### config.mk
export PLATFORM = sky130hd
export DESIGN_NAME = rst_seq_ctrl
export DESIGN_NICKNAME = d
export VERILOG_FILES = /design/src/rtl/rst_seq_ctrl_pkg.sv /design/src/rtl/rst_seq_ctrl_timer.sv /design/src/rtl/rst_seq_ctrl.sv
export SDC_FILE = /design/constraint.sdc
export NUM_CORES = 1
export LEC_CHECK = 0
export ABC_AREA = 1
export CORE_MARGIN = 1.5
export CORE_UTILIZATION = 30
export CTS_CLUSTER_SIZE = 24
export DETAILED_ROUTE_END_ITERATION = 16
export PLACE_DENSITY_LB_ADDON = 0.05
export SLEW_MARGIN = 20
export SYNTH_ARGS = -nofsm -noshare
export SYNTH_HDL_FRONTEND = slang
export SYNTH_SLANG_ARGS = --single-unit
### constraint.sdc
create_clock -name clk -period 3.35 [get_ports clk]
set_input_delay 0.5025 -clock clk [delete_from_list [all_inputs] [get_ports clk]]
set_output_delay 0.5025 -clock clk [all_outputs]
set_load 0.01 [all_outputs]
### src/rtl/rst_seq_ctrl_pkg.sv
// Shared definitions for the reset sequencer: state encoding, reset levels and
// the per-channel release helper.
package rst_seq_ctrl_pkg;

    localparam int STATE_W = 2;

    localparam logic RstEnable  = 1'b1;
    localparam logic RstDisable = 1'b0;

    typedef enum logic [STATE_W-1:0] {
        RSQ_RESET   = 2'd0,
        RSQ_RELEASE = 2'd1,
        RSQ_RUN     = 2'd2,
        RSQ_DONE    = 2'd3
    } rsq_state_e;

    // Channel idx is still held in reset while rel_idx has not reached its slot.
    function automatic logic ch_held(input int stagger, input int idx, input int rel_idx);
        return ((stagger * idx) > rel_idx) ? RstEnable : RstDisable;
    endfunction

endpackage

### src/rtl/rst_seq_ctrl_timer.sv
// Loadable up-counter with clear, enable and terminal-compare output; optional
// saturation at all ones (used for the sequence timer and the run-cycle counter).
module rst_seq_ctrl_timer
    import rst_seq_ctrl_pkg::*;
#(
    parameter int W   = 8,
    parameter bit SAT = 1'b0
) (
    input  logic         clk,
    input  logic         rst,
    input  logic         clr,
    input  logic         load,
    input  logic [W-1:0] load_val,
    input  logic         en,
    input  logic [W-1:0] term_val,
    output logic [W-1:0] cnt,
    output logic         at_term
);

    logic [W-1:0] cnt_d;
    logic [W-1:0] cnt_q;

    // Next count: clear beats load beats increment; saturating mode stops at all ones.
    always_comb begin
        cnt_d = cnt_q;
        if (clr) begin
            cnt_d = '0;
        end else if (load) begin
            cnt_d = load_val;
        end else if (en && !(SAT && (&cnt_q))) begin
            cnt_d = cnt_q + W'(1);
        end else begin
            cnt_d = cnt_q;
        end
    end

    // Count register.
    always_ff @(posedge clk) begin
        if (rst) begin
            cnt_q <= '0;
        end else begin
            cnt_q <= cnt_d;
        end
    end

    assign cnt     = cnt_q;
    assign at_term = (cnt_q == term_val);

endmodule

### src/rtl/rst_seq_ctrl.sv
// Reset sequencer and run-window controller: staggered per-domain reset release
// followed by a budgeted run window. Optional macro RSQ_HOLD_EN enables hold.
module rst_seq_ctrl
    import rst_seq_ctrl_pkg::*;
#(
    parameter int NUM_CH     = 4,
    parameter int RST_CYCLES = 10,
    parameter int STAGGER    = 2,
    parameter int RUN_CYCLES = 50,
    parameter int CNT_W      = 32
) (
    input  logic               clk,
    input  logic               rst,
    input  logic               restart_req,
    input  logic               hold,
    output logic [NUM_CH-1:0]  ch_rst,
    output logic [CNT_W-1:0]   cycle_cnt,
    output logic               running,
    output logic               run_done,
    output logic [STATE_W-1:0] state
);

    localparam int LAST_REL = STAGGER * (NUM_CH - 1);
    localparam int TMR_MAX  = (RST_CYCLES > LAST_REL) ? RST_CYCLES : LAST_REL;
    localparam int TMR_W    = $clog2(TMR_MAX + 1);

    localparam logic [TMR_W-1:0] RST_TERM = TMR_W'(RST_CYCLES - 1);
    localparam logic [CNT_W-1:0] RUN_TERM = (RUN_CYCLES == 0) ? '0 : CNT_W'(RUN_CYCLES - 1);

`ifdef RSQ_HOLD_EN
    localparam logic HOLD_EN = 1'b1;
`else
    localparam logic HOLD_EN = 1'b0;
`endif

    rsq_state_e        state_d;
    rsq_state_e        state_q;
    logic [NUM_CH-1:0] ch_rst_d;
    logic [NUM_CH-1:0] ch_rst_q;
    logic              running_d;
    logic              running_q;
    logic              run_done_d;
    logic              run_done_q;

    logic              tmr_clr;
    logic              tmr_en;
    logic [TMR_W-1:0]  tmr_cnt;
    logic              tmr_at_term;
    logic              cyc_clr;
    logic              cyc_en;
    logic [CNT_W-1:0]  cyc_cnt;
    logic              cyc_at_term;
    logic              hold_eff;
    int                rel_next;

    assign hold_eff = hold & HOLD_EN;

    rst_seq_ctrl_timer #(
        .W   (TMR_W),
        .SAT (1'b0)
    ) u_seq_tmr (
        .clk      (clk),
        .rst      (rst),
        .clr      (tmr_clr),
        .load     (1'b0),
        .load_val ({TMR_W{1'b0}}),
        .en       (tmr_en),
        .term_val (RST_TERM),
        .cnt      (tmr_cnt),
        .at_term  (tmr_at_term)
    );

    rst_seq_ctrl_timer #(
        .W   (CNT_W),
        .SAT (1'b1)
    ) u_run_cnt (
        .clk      (clk),
        .rst      (rst),
        .clr      (cyc_clr),
        .load     (1'b0),
        .load_val ({CNT_W{1'b0}}),
        .en       (cyc_en),
        .term_val (RUN_TERM),
        .cnt      (cyc_cnt),
        .at_term  (cyc_at_term)
    );

    // Next-state, channel release pattern and timer controls.
    always_comb begin
        state_d  = state_q;
        ch_rst_d = ch_rst_q;
        tmr_clr  = 1'b0;
        tmr_en   = 1'b0;
        cyc_clr  = 1'b0;
        cyc_en   = 1'b0;
        rel_next = int'(tmr_cnt) + 32'sd1;

        if (restart_req) begin
            state_d  = RSQ_RESET;
            ch_rst_d = {NUM_CH{RstEnable}};
            tmr_clr  = 1'b1;
            cyc_clr  = 1'b1;
        end else begin
            case (state_q)
                RSQ_RESET: begin
                    cyc_clr  = 1'b1;
                    ch_rst_d = {NUM_CH{RstEnable}};
                    if (tmr_at_term) begin
                        // Entering release index 0: bit 0 (and any zero-stagger bits) drop now.
                        tmr_clr = 1'b1;
                        for (int i = 0; i < NUM_CH; i++) begin
                            ch_rst_d[i] = ch_held(STAGGER, i, 0);
                        end
                        state_d = (LAST_REL == 0) ? RSQ_RUN : RSQ_RELEASE;
                    end else begin
                        tmr_en = 1'b1;
                    end
                end
                RSQ_RELEASE: begin
                    cyc_clr = 1'b1;
                    tmr_en  = 1'b1;
                    for (int i = 0; i < NUM_CH; i++) begin
                        ch_rst_d[i] = ch_rst_q[i] & ch_held(STAGGER, i, rel_next);
                    end
                    if (rel_next >= LAST_REL) begin
                        state_d = RSQ_RUN;
                        tmr_clr = 1'b1;
                    end else begin
                        state_d = RSQ_RELEASE;
                    end
                end
                RSQ_RUN: begin
                    if (!hold_eff) begin
                        cyc_en = 1'b1;
                        if ((RUN_CYCLES != 0) && cyc_at_term) begin
                            state_d = RSQ_DONE;
                        end else begin
                            state_d = RSQ_RUN;
                        end
                    end else begin
                        cyc_en = 1'b0;
                    end
                end
                RSQ_DONE: begin
                    state_d = RSQ_DONE;
                end
                default: begin
                    state_d  = RSQ_RESET;
                    ch_rst_d = {NUM_CH{RstEnable}};
                    tmr_clr  = 1'b1;
                    cyc_clr  = 1'b1;
                end
            endcase
        end

        running_d  = (state_d == RSQ_RUN);
        run_done_d = (state_d == RSQ_DONE);
    end

    // State and output registers; rst overrides restart and every state.
    always_ff @(posedge clk) begin
        if (rst) begin
            state_q    <= RSQ_RESET;
            ch_rst_q   <= {NUM_CH{RstEnable}};
            running_q  <= 1'b0;
            run_done_q <= 1'b0;
        end else begin
            state_q    <= state_d;
            ch_rst_q   <= ch_rst_d;
            running_q  <= running_d;
            run_done_q <= run_done_d;
        end
    end

    assign ch_rst    = ch_rst_q;
    assign cycle_cnt = cyc_cnt;
    assign running   = running_q;
    assign run_done  = run_done_q;
    assign state     = state_q;

endmodule

==> metrics.txt <==
clock-pin transition on the worst setup and hold timing paths=90 ps; min cycle time layout=around 2100 ps; status=finished, final reports clean; Place WS=1167 ps; DRC=0; mapped cell area=2982 um2; final cell count without fillers=roughly 650; post-synthesis sequential area ratio=0.2954; num rows=36; top_reg_cell synth=dfxtp_1; wire per inst=roughly 12 um; Max VDD drop=between 100 and 150 uV; unrepaired setup endpoints after global routing=no; Clock Latency Late Sink=roughly 300 ps; Syn Nets=480; worst slew pin tran=496.0 ps; YS warnings=0; postcts setup bufs=0; CTS tree=yes; Clock Skew=10.86 ps; Die Span X=102.7 um; CP dominant cell by count=nand2_4; Final Net Count=523; Worst Slack Setup Final=between 1000 and 1500 ps; number of synthesized register bits=44; number of I/O port buffers=42; cts bufs inserted=5; Final setup viols=0; GPL Wtd Cong=0.8933; Area after DPL=3508 um2; gr ovfl total=0; DR pass1 iterations=4; Crit Path Category=reg -> reg; Final Instance Area=3601 um2; Max Clk Rate=around 0.48 GHz; WP data arrival=2280 ps; initial antenna violation count=0; most common cell after layout, fill and taps aside=nand2_1; worst path bufs/invs=1; # diodes=0; Mean Syn Cell Area=6.344 um2; Routed Antenna Nets=0; commonest cells after routing, fill and taps aside=nand2_1, nor2_1, inv_1; setup TNS=0 ps; crit path max fanout=27; dpl hpwl=a little over 6000 um; IO Count=44; CP peak stage delay=470 ps; Global Route Usage Sum=0.1670; Post-synth EDFFs=0; Post-CTS Hold Buffers=0; Lkg Pwr=around 1.3 nW; Initial DRC Count=93; ys async rst share=0; Post-Route WL=8050 um; largest net degree at the start of global routing=28; Rel. slew slack=0.6693; vias in the first global route=~2800; deepest clock path buffer count=2; CTS Sinks=44; post_cts resized=0; Min Hold Slack=459.2 ps; vias after detailed routing=2886; Hold Fails Final Rpt=0; post-DR vias/cell=4.461; first-pass GRT wire length=roughly 14000 um; layout cell share with drive strength beyond 1=0.1089; Gate Count Post-Synth=470; R2R setup slack=1250 ps; Hold Crit Class=reg -> reg; crit-path cells=ha_1 -> nand2_2 -> nor2_4 -> nand2_4 -> nor2_8 -> nand2_4 -> nand2_8 -> inv_4 -> nand2_1 -> a21oi_2; worst path required time=around 3500 ps; Slew Viols, Final=0; max_cap viols=0; Crit. End Element=register; area grow syn2layout=20.77%; P per Cell Area=248.2 nW/um2; Core Util, Final=0.3718; dpl cells=639; CTS H-tree depth=2; Initial Util=0.3079; Top Family by Delay on Critical Path=simple AND/OR/NAND/NOR gates; post-layout power=a little under 900 uW; CP startpoint kind=register; DIE HEIGHT=102.7 um; die area=between 10000 and 15000 um2; crit share post-route=0.6278; Root Buffer=clkbuf_8; core area=9684 um2; Crit-path slowest cell=dfxtp_1; Yosys cell types=32
## cells in the mapped netlist (4+ instances only)
| cell type | n | share of area |
|---|---|---|
| nor3_1 | 6 | 0.010 |
| a21oi_2 | 20 | 0.059 |
| nand3_1 | 27 | 0.045 |
| o21ai_0 | 9 | 0.015 |
| nand2_1 | 160 | 0.20 |
| dfxtp_1 | 44 | 0.30 |
| a21oi_1 | 10 | 0.017 |
| nand4_1 | 6 | 0.013 |
| ha_1 | 6 | 0.025 |
| or2_2 | 4 | 0.0084 |
| inv_1 | 45 | 0.057 |
| nor2_1 | 83 | 0.10 |
| xor2_1 | 13 | 0.038 |
| nor2_2 | 6 | 0.013 |
## registers in the layout (all words and copies together) (netlist names)
name / cells
ch_rst: 4
u_run_cnt.cnt: 32
u_seq_tmr.cnt: 4
state: 2
running: 1
run_done: 1
## final timing paths
check | start | end | depth (start not counted)
worst min register to register | ch_rst[2] | ch_rst[2] | 2
worst min-delay path | ch_rst[2] | ch_rst[2] | 2
worst max register to register | u_run_cnt.cnt[0] | u_run_cnt.cnt[27] | 10
worst max-delay path | u_run_cnt.cnt[0] | u_run_cnt.cnt[27] | 10
## layer usage
metal / vias to the layer above / GRT usage / routed length (um)
met5: - / 0 / 0
met4: 0 / 0.04426 / 116
met3: 8 / 0.02169 / 188
met2: 41 / 0.2837 / 3762
met1: 1287 / 0.2232 / 3983
li1: 1550 / - / -
## worst register-to-register path: cells and delay by family (launching register included)
kind	cells	cell delay (ps)
buf+inv	1	170
flops	1	470
fa+ha+maj	1	280
compound gates	1	50
simple gates	7	1010
## cell type report
type / count / area [um2]
Multi-Input combinational cell: 370 / 1843
Clock inverter: 3 / 23.77
Fill cell: 1069 / 6083
Inverter: 48 / 182.7
Tap cell: 133 / 166.4
Sequential cell: 44 / 880.8
Clock buffer: 5 / 68.82
Timing Repair Buffer: 44 / 435.4
## power by group
group          internal (mW)  switching (mW)  total (mW)  leakage, nW
logic                0.00602         0.00862      0.0146        0.872
registers              0.523         0.00135       0.525        0.355
clock network          0.148           0.206       0.355       0.0404
## cell families after synthesis
| family | count (synthesis) | share of synthesized area |
|---|---|---|
| simple gates | 307 | 0.4520 |
| buf+inv | 56 | 0.08645 |
| fa+ha+maj | 6 | 0.02518 |
| compound gates | 42 | 0.09694 |
| flops | 44 | 0.2954 |
| xor+xnor | 15 | 0.04406 |
Power figures use the tool's default switching activity.
